### src/rtl/button_debounce.sv
// rtl/button_debounce.sv - per-channel synchronizer, debouncer and press/release pulse generator
// Each channel: 2-flop sync, polarity normalize, 4-state debounce FSM with a shared hold counter.
module button_debounce #(
  parameter int NUM_INPUTS    = 2,
  parameter int STABLE_CYCLES = 502_500,
  parameter bit ACTIVE_LOW_IN = 1'b1
) (
  input  logic                  clk,
  input  logic                  reset_n,
  input  logic [NUM_INPUTS-1:0] btn_raw,
  output logic [NUM_INPUTS-1:0] btn_level,
  output logic [NUM_INPUTS-1:0] btn_press,
  output logic [NUM_INPUTS-1:0] btn_release,
  output logic                  btn_event
);

  localparam int CW = $clog2(STABLE_CYCLES + 1);
  localparam logic [CW-1:0] LAST = CW'(STABLE_CYCLES - 1);

  if (STABLE_CYCLES < 2) begin : g_bad_stable
    $error("button_debounce: STABLE_CYCLES must be 2 or more");
  end
  if (NUM_INPUTS < 1 || NUM_INPUTS > 8) begin : g_bad_inputs
    $error("button_debounce: NUM_INPUTS must be in 1..8");
  end

  typedef enum logic [1:0] {REL, CHK_P, PRS, CHK_R} state_t;

  logic [NUM_INPUTS-1:0] sync1;
  logic [NUM_INPUTS-1:0] sync2;
  logic [NUM_INPUTS-1:0] s;

  // Sync flops idle at the released pin level so nothing looks pressed out of reset.
  always_ff @(posedge clk or negedge reset_n) begin
    if (!reset_n) begin
      sync1 <= {NUM_INPUTS{ACTIVE_LOW_IN}};
      sync2 <= {NUM_INPUTS{ACTIVE_LOW_IN}};
    end else begin
      sync1 <= btn_raw;
      sync2 <= sync1;
    end
  end

  assign s = sync2 ^ {NUM_INPUTS{ACTIVE_LOW_IN}};

  for (genvar i = 0; i < NUM_INPUTS; i++) begin : g_ch
    state_t        state;
    logic [CW-1:0] cnt;
    logic          level;
    logic          press_p;
    logic          rel_p;

    // The count of matching samples includes the entry cycle, so expiry is at LAST.
    always_ff @(posedge clk or negedge reset_n) begin
      if (!reset_n) begin
        state   <= REL;
        cnt     <= '0;
        level   <= 1'b0;
        press_p <= 1'b0;
        rel_p   <= 1'b0;
      end else begin
        press_p <= 1'b0;
        rel_p   <= 1'b0;
        case (state)
          REL: begin
            if (s[i]) begin
              state <= CHK_P;
              cnt   <= CW'(1);
            end
          end
          CHK_P: begin
            if (!s[i]) begin
              state <= REL;
              cnt   <= '0;
            end else if (cnt == LAST) begin
              state   <= PRS;
              level   <= 1'b1;
              press_p <= 1'b1;
              cnt     <= '0;
            end else begin
              cnt <= cnt + 1'b1;
            end
          end
          PRS: begin
            if (!s[i]) begin
              state <= CHK_R;
              cnt   <= CW'(1);
            end
          end
          CHK_R: begin
            if (s[i]) begin
              state <= PRS;
              cnt   <= '0;
            end else if (cnt == LAST) begin
              state <= REL;
              level <= 1'b0;
              rel_p <= 1'b1;
              cnt   <= '0;
            end else begin
              cnt <= cnt + 1'b1;
            end
          end
          default: begin
            state <= REL;
            cnt   <= '0;
          end
        endcase
      end
    end

    assign btn_level[i]   = level;
    assign btn_press[i]   = press_p;
    assign btn_release[i] = rel_p;
  end

  always_ff @(posedge clk or negedge reset_n) begin
    if (!reset_n) begin
      btn_event <= 1'b0;
    end else begin
      btn_event <= |{btn_press, btn_release};
    end
  end

endmodule

### config.mk
export PLATFORM = sky130hd
export DESIGN_NAME = button_debounce
export DESIGN_NICKNAME = d
export VERILOG_FILES = /design/src/rtl/button_debounce.sv
export SDC_FILE = /design/constraint.sdc
export NUM_CORES = 1
export LEC_CHECK = 0
export CAP_MARGIN = 10
export CORE_MARGIN = 3
export CORE_UTILIZATION = 35
export CTS_CLUSTER_DIAMETER = 40
export DETAILED_ROUTE_END_ITERATION = 16
export SETUP_SLACK_MARGIN = 0.5
export SYNTH_ARGS = -nofsm -noshare
export SYNTH_HDL_FRONTEND = slang
export SYNTH_SLANG_ARGS = --single-unit
### constraint.sdc
create_clock -name clk -period 1.7 [get_ports clk]
set_input_delay 0.255 -clock clk [delete_from_list [all_inputs] [get_ports clk]]
set_output_delay 0.255 -clock clk [all_outputs]
set_load 0.02 [all_outputs]
Word-level counts from Yosys, hierarchy flattened. Index checks and enable logic that the tools add are counted.

Bits in registers: 53. Bits of input ports: 4. Output and inout port bits: 7.

Add/subtract/negate cells: 2. Eq/ne operators: 24. Multiplexer cells: 46. Bitwise logic cells: 1. Reductions and logical operators: 11.

Operator list (count): 19-bit 2-to-1 mux (10); 19-bit case mux with 4 select lines (2); 19-bit by 1-bit adder with 19-bit output, second input constant (2); 19-bit == test, second input constant (2); 2-bit 2-to-1 mux (12); 2-bit inequality test, second input constant (12); 1-bit 2-to-1 mux (18); 2-bit case mux with 4 select lines (2); 3-bit inequality test, second input constant (4); 5-bit AND reduction (2); 2-bit == test, second input constant (4); 4-bit AND reduction (2); 2-bit by 1-bit == test with 1-bit output, second input constant (2); 2-bit logical NOT (2); 1-bit case mux with 2 select lines (2); 2-bit AND reduction (2); 2-bit nonzero test (2); 4-bit OR reduction (1); 2-bit NOT (1).

Longest topological paths before layout.
Depth after elaboration: 4. Depth in mapped cells: 7. Mapped depth without buffers: 6.

Least setup slack after synthesis. Ideal clock, no wire load.

Kind: register to register. Start point: reg g_ch[0].cnt[8]. End point: reg g_ch[0].cnt[6]. Data arrival time: 1.701 ns. Data required time: 1.573 ns. Slack: -0.128 ns. Stages on the path, launching flop included: 7. Path buffers: 1. Period minus slack after synthesis: 1.828 ns. Cells stage by stage: dfrtp_1 -> or4b_1 -> nor4_4 -> a21oi_2 -> buf_2 -> a21oi_1 -> mux2i_1.

Cells in the longest elaborated chain, start to end: 4.

RTL lines: start, declared (line 48) `logic [CW-1:0] cnt;`; start signal, assigned (line 81) `cnt <= cnt + 1'b1;`; start signal, assigned (line 100) `cnt <= cnt + 1'b1;`; 19-bit == test * (line 75, 94); 19-bit 2-to-1 mux * (line 75, 94); 19-bit 2-to-1 mux, on equally long branches (line 91, 72); 19-bit case mux with 4 select lines * (line 64) `case (state)`.

Every way passes the cells marked *; elsewhere a longest branch is shown, timed or not. A chain may end at the register's enable or synchronous reset.

Final worst setup path.
Start point: reg g_ch[1].cnt[8]. End point: reg g_ch[1].cnt[14].

Cells in the longest elaborated chain, start to end: 4.

RTL lines (line): start, declared (48); start signal, assigned (81); start signal, assigned (100); 19-bit by 1-bit adder with 19-bit output / 19-bit == test (equally long branches); 19-bit 2-to-1 mux * (75, 94); 19-bit 2-to-1 mux, on equally long branches (91, 72); 19-bit case mux with 4 select lines * (64).

Marked as above.

==> impl_metrics.toml <==
[run_status]
status = "complete, but fails checks"
failed_checks = "setup timing"

[setup_path]
total_buffers_and_inverters_traversed_by_the_critical_path = 1
crit_path_cell_trace = "or4_4 -> nor4_4 -> a21oi_4 -> buf_12 -> a21o_1 -> a22o_1"
crit_path_max_fanout = 17
worst_path_max_delay_cell = "or4_4"
worst_ep_arrival_time_ns = 2.09
max_stage_delay_ns = 0.55
cp-start-kind = "register"
worstSetupPathDepth = 6
worstSetupPathType = "register to register"
worst-r2r-setup-slack_ns = -0.18
reg2reg_from = "g_ch[1].cnt[8]"
timing.critical_path.required_ns = 1.92
critical-path-top-delay-family = "simple AND/OR/NAND/NOR gates"
rr_endpoint = "g_ch[1].cnt[14]"
critical_path.endpoint_type = "register"
timing.reg2reg.worst_path_depth = 6

[clock_tree]
tritoncts = "built"
longest_clk_path_bufs = 2
clkSlewWorstSetupHoldPaths_ns = 0.11
numClockSinks = 53
clock_tree.htree_level_count = 2
insertion_delay_ns = 0.32
ctsRootBufferMaster = "clkbuf_8"
tritoncts.num_buffers = 5

[cells_and_area]
antenna_cells = 0
multi_input_comb_area_um2 = 1580
finalNonFillerCells = 454
num-nets-final = 360
area.sequential_um2 = 1330
post_route_cells_drive_above_1_share = 0.406
nFillCells = 664
syn2layout_area_growth_pct = 36.7
final_util = 0.511

[placed_design]
dp_hpwl_um = 4540
place.detailed.instances = 436
routability_congestion_estimate_from_global_placement = 0.788
numPortBuffers = 10

[floorplan]
die-area_um2 = 9100
rows = 31
ios = 11
start_util = 0.374
die_w_um = 95.4
core_um2 = 7490
die_h_um = 95.4

[routing]
wl_per_cell_um = 15.0
top_metal_used = "met4"
route.layer.met1.wl_um = 3300
ant_nets = 0
vias_per_cell = 5.38
detailroute.wirelength.met2_um = 3240
drt_iter0_drc = 144
vias = 2444
met3_layer_wire_length_in_the_routed_design_um = 240
wirelength_um = 6830
post_route_drc_violation_count = 0
drt_pass1_iterations = 4

[sta]
slew_headroom = 0.400
drv_slew = 0
finalHoldViolations = 0
fin_setup_tns_ns = -4.87
max_slew.worst_pin.slew_ns = 0.897
max_freq_mhz = 532
post-route-min-period_ns = 1.88
period_share = 1.11
setup_ws_ns = -0.179
setup_violations = 43
clock-skew-final_ns = 0.0173
holdWs_ns = 0.332
rsz0062_at_grt = "true"

[synth]
synth_mux_area_frac = 0.00716
adder_cell_area_share_of_the_yosys_netlist = 0.00894
number_of_flops_mapped_to_enable_cells_by_yosys = 0
ys_dominant_reg_cell = "dfrtp_1"
parity_gate_share_of_the_synthesized_area_counting_xor_and_xnor_cells = 0.0219
synth_area_leaders = "dfrtp_1 (44%), a31oi_1 (5.1%), nand2_1 (4.7%)"
ys_ff_latch = 53
synth_async_sr_flop_share = 1.00
synthSimpleGateAreaFrac = 0.248
netlist_instances = 285
synth-compound-area-share = 0.190
yosysWarningCount = 0
seq_area_frac_synth = 0.476
post_synth_num_cell_types = 50
synthesis.area_per_instance_um2 = 9.82
yosysTopAreaCell = "dfrtp_1"
synth_top_family_by_area = "simple AND/OR/NAND/NOR gates"
syn_nets = 291
syn_area_um2 = 2800
synthDominantCellAreaShare = 0.438

[global_route]
grt_use_total = 0.155
pin_count_of_the_biggest_net_entering_global_routing = 26
antenna_violations_before_repair = 0
grt_pass1_vias = 2285
grt_pass1_wl_um = 11100
grt_overflow_total = 0

[power_and_ir_drop]
finalPower_w = 0.00237
power_per_unit_of_standard_cell_area_nw_per_um2 = 619
power.leakage_nw = 1.70
vdd_ir_drop_max_mv = 0.307

[worst_hold_path]
holdCritPathClass = "input port to register"
min_path_cells = 1
worst_hold_startpoint = "btn_raw[1]"
hold_end = "sync1[1]"

[job]
maxCapViolations = 0
[stage by stage]
step	setup slack (ns)	cell area, um2
finish	-0.179	3820
global route	-0.258	3820
detailed placement	-0.140	3420
CTS	-0.154	3670
global placement	-0.130	3420
floorplan	-0.116	2850
[worst reg2reg max path: stages (launching register included)]
cell and delay (ns):
dfrtp_1 0.39, or4_4 0.55, nor4_4 0.22, a21oi_4 0.12, buf_12 0.17, a21o_1 0.15, a22o_1 0.17
[what timing repair did]
action                     in CTS  in global routing
buffers inserted                4                  3
hold buffers                    1                  0
pin swaps                      19                  5
hold endpoints to repair       15                  0
gates cloned                    1                  1
gates resized for setup        63                 18
setup endpoints to repair      55                 48
[state kept, by name (all words and copies together) (netlist names), named ones only]
register	flops
g_ch.cnt	38
g_ch.level	2
g_ch.press_p	2
g_ch.rel_p	2
g_ch.state	2
sync1	2
sync2	2
btn_event	1
[worst max path at each step]
stage | startpoint | end | slack (ns)
after floorplan | g_ch[1].cnt[8] | g_ch[1].cnt[14] | -0.12
after global placement | g_ch[1].cnt[8] | g_ch[1].cnt[14] | -0.13
after detailed placement | g_ch[1].cnt[8] | g_ch[1].cnt[14] | -0.14
after CTS | g_ch[1].cnt[8] | g_ch[1].cnt[14] | -0.15
after global routing | g_ch[1].cnt[8] | g_ch[1].cnt[10] | -0.26
final | g_ch[1].cnt[8] | g_ch[1].cnt[14] | -0.18
[cells in the final DEF, fill, tap and decap left out, types with 5 or more instances in the layout]
cell,synthesis,final
a41oi_2,0,5
a22o_1,9,9
nand3_1,15,13
o21ai_1,0,5
nand2_1,35,32
a21oi_1,16,7
o21ai_0,15,5
nand4_1,7,7
buf_6,1,6
a31oi_1,23,21
a21oi_2,2,9
dfrtp_1,49,47
buf_2,5,8
inv_1,10,10
and3_1,5,5
clkbuf_8,0,5
o21ai_2,0,5
nor2_1,13,12
buf_4,6,57
[logic make-up (layout without fill, tap and decap cells)]
logic type | count (synthesis) | in the layout
compound gates | 81 | 81
simple gates | 114 | 114
buf+inv | 26 | 96
xor+xnor | 7 | 7
flops | 53 | 53
fa+ha+maj | 2 | 2
mux | 2 | 2
[report_power, final]
group / switching, W / leakage, nW / internal [W]
combinational: 0.000149 / 0.950 / 0.000135
clock: 0.000469 / 0.0423 / 0.000301
sequential: 0.0000269 / 0.712 / 0.00129
[final cells by class]
type,instances,share of cell area
Clock buffer,5,0.0180
Clock inverter,3,0.00687
Inverter,10,0.00981
Multi-Input combinational cell,206,0.414
Sequential cell,53,0.349
Tap cell,99,0.0324
Timing Repair Buffer,78,0.170
[cell usage after synthesis (all sizes together), types with 3 or more instances]
master and count:
a31oi 23, buf 12, nor2 13, o31a 3, nand3 16, xnor2 5
nor4 5, dfstp 4, nor3 4, a21oi 18, and2 5, a22o 9
nand2b 5, nand4 7, and4 4, o21ai 15, clkbuf 4, nand2 35
or2 3, inv 10, and3 5, a41oi 5, dfrtp 49
[metal layers]
metal  vias to the layer above  track usage
li1                       1201            -
met4                         0       0.0533
met3                         4       0.0213
met5                         -            0
met2                        47        0.238
met1                      1192        0.223
(Power assumes the default switching activity.)
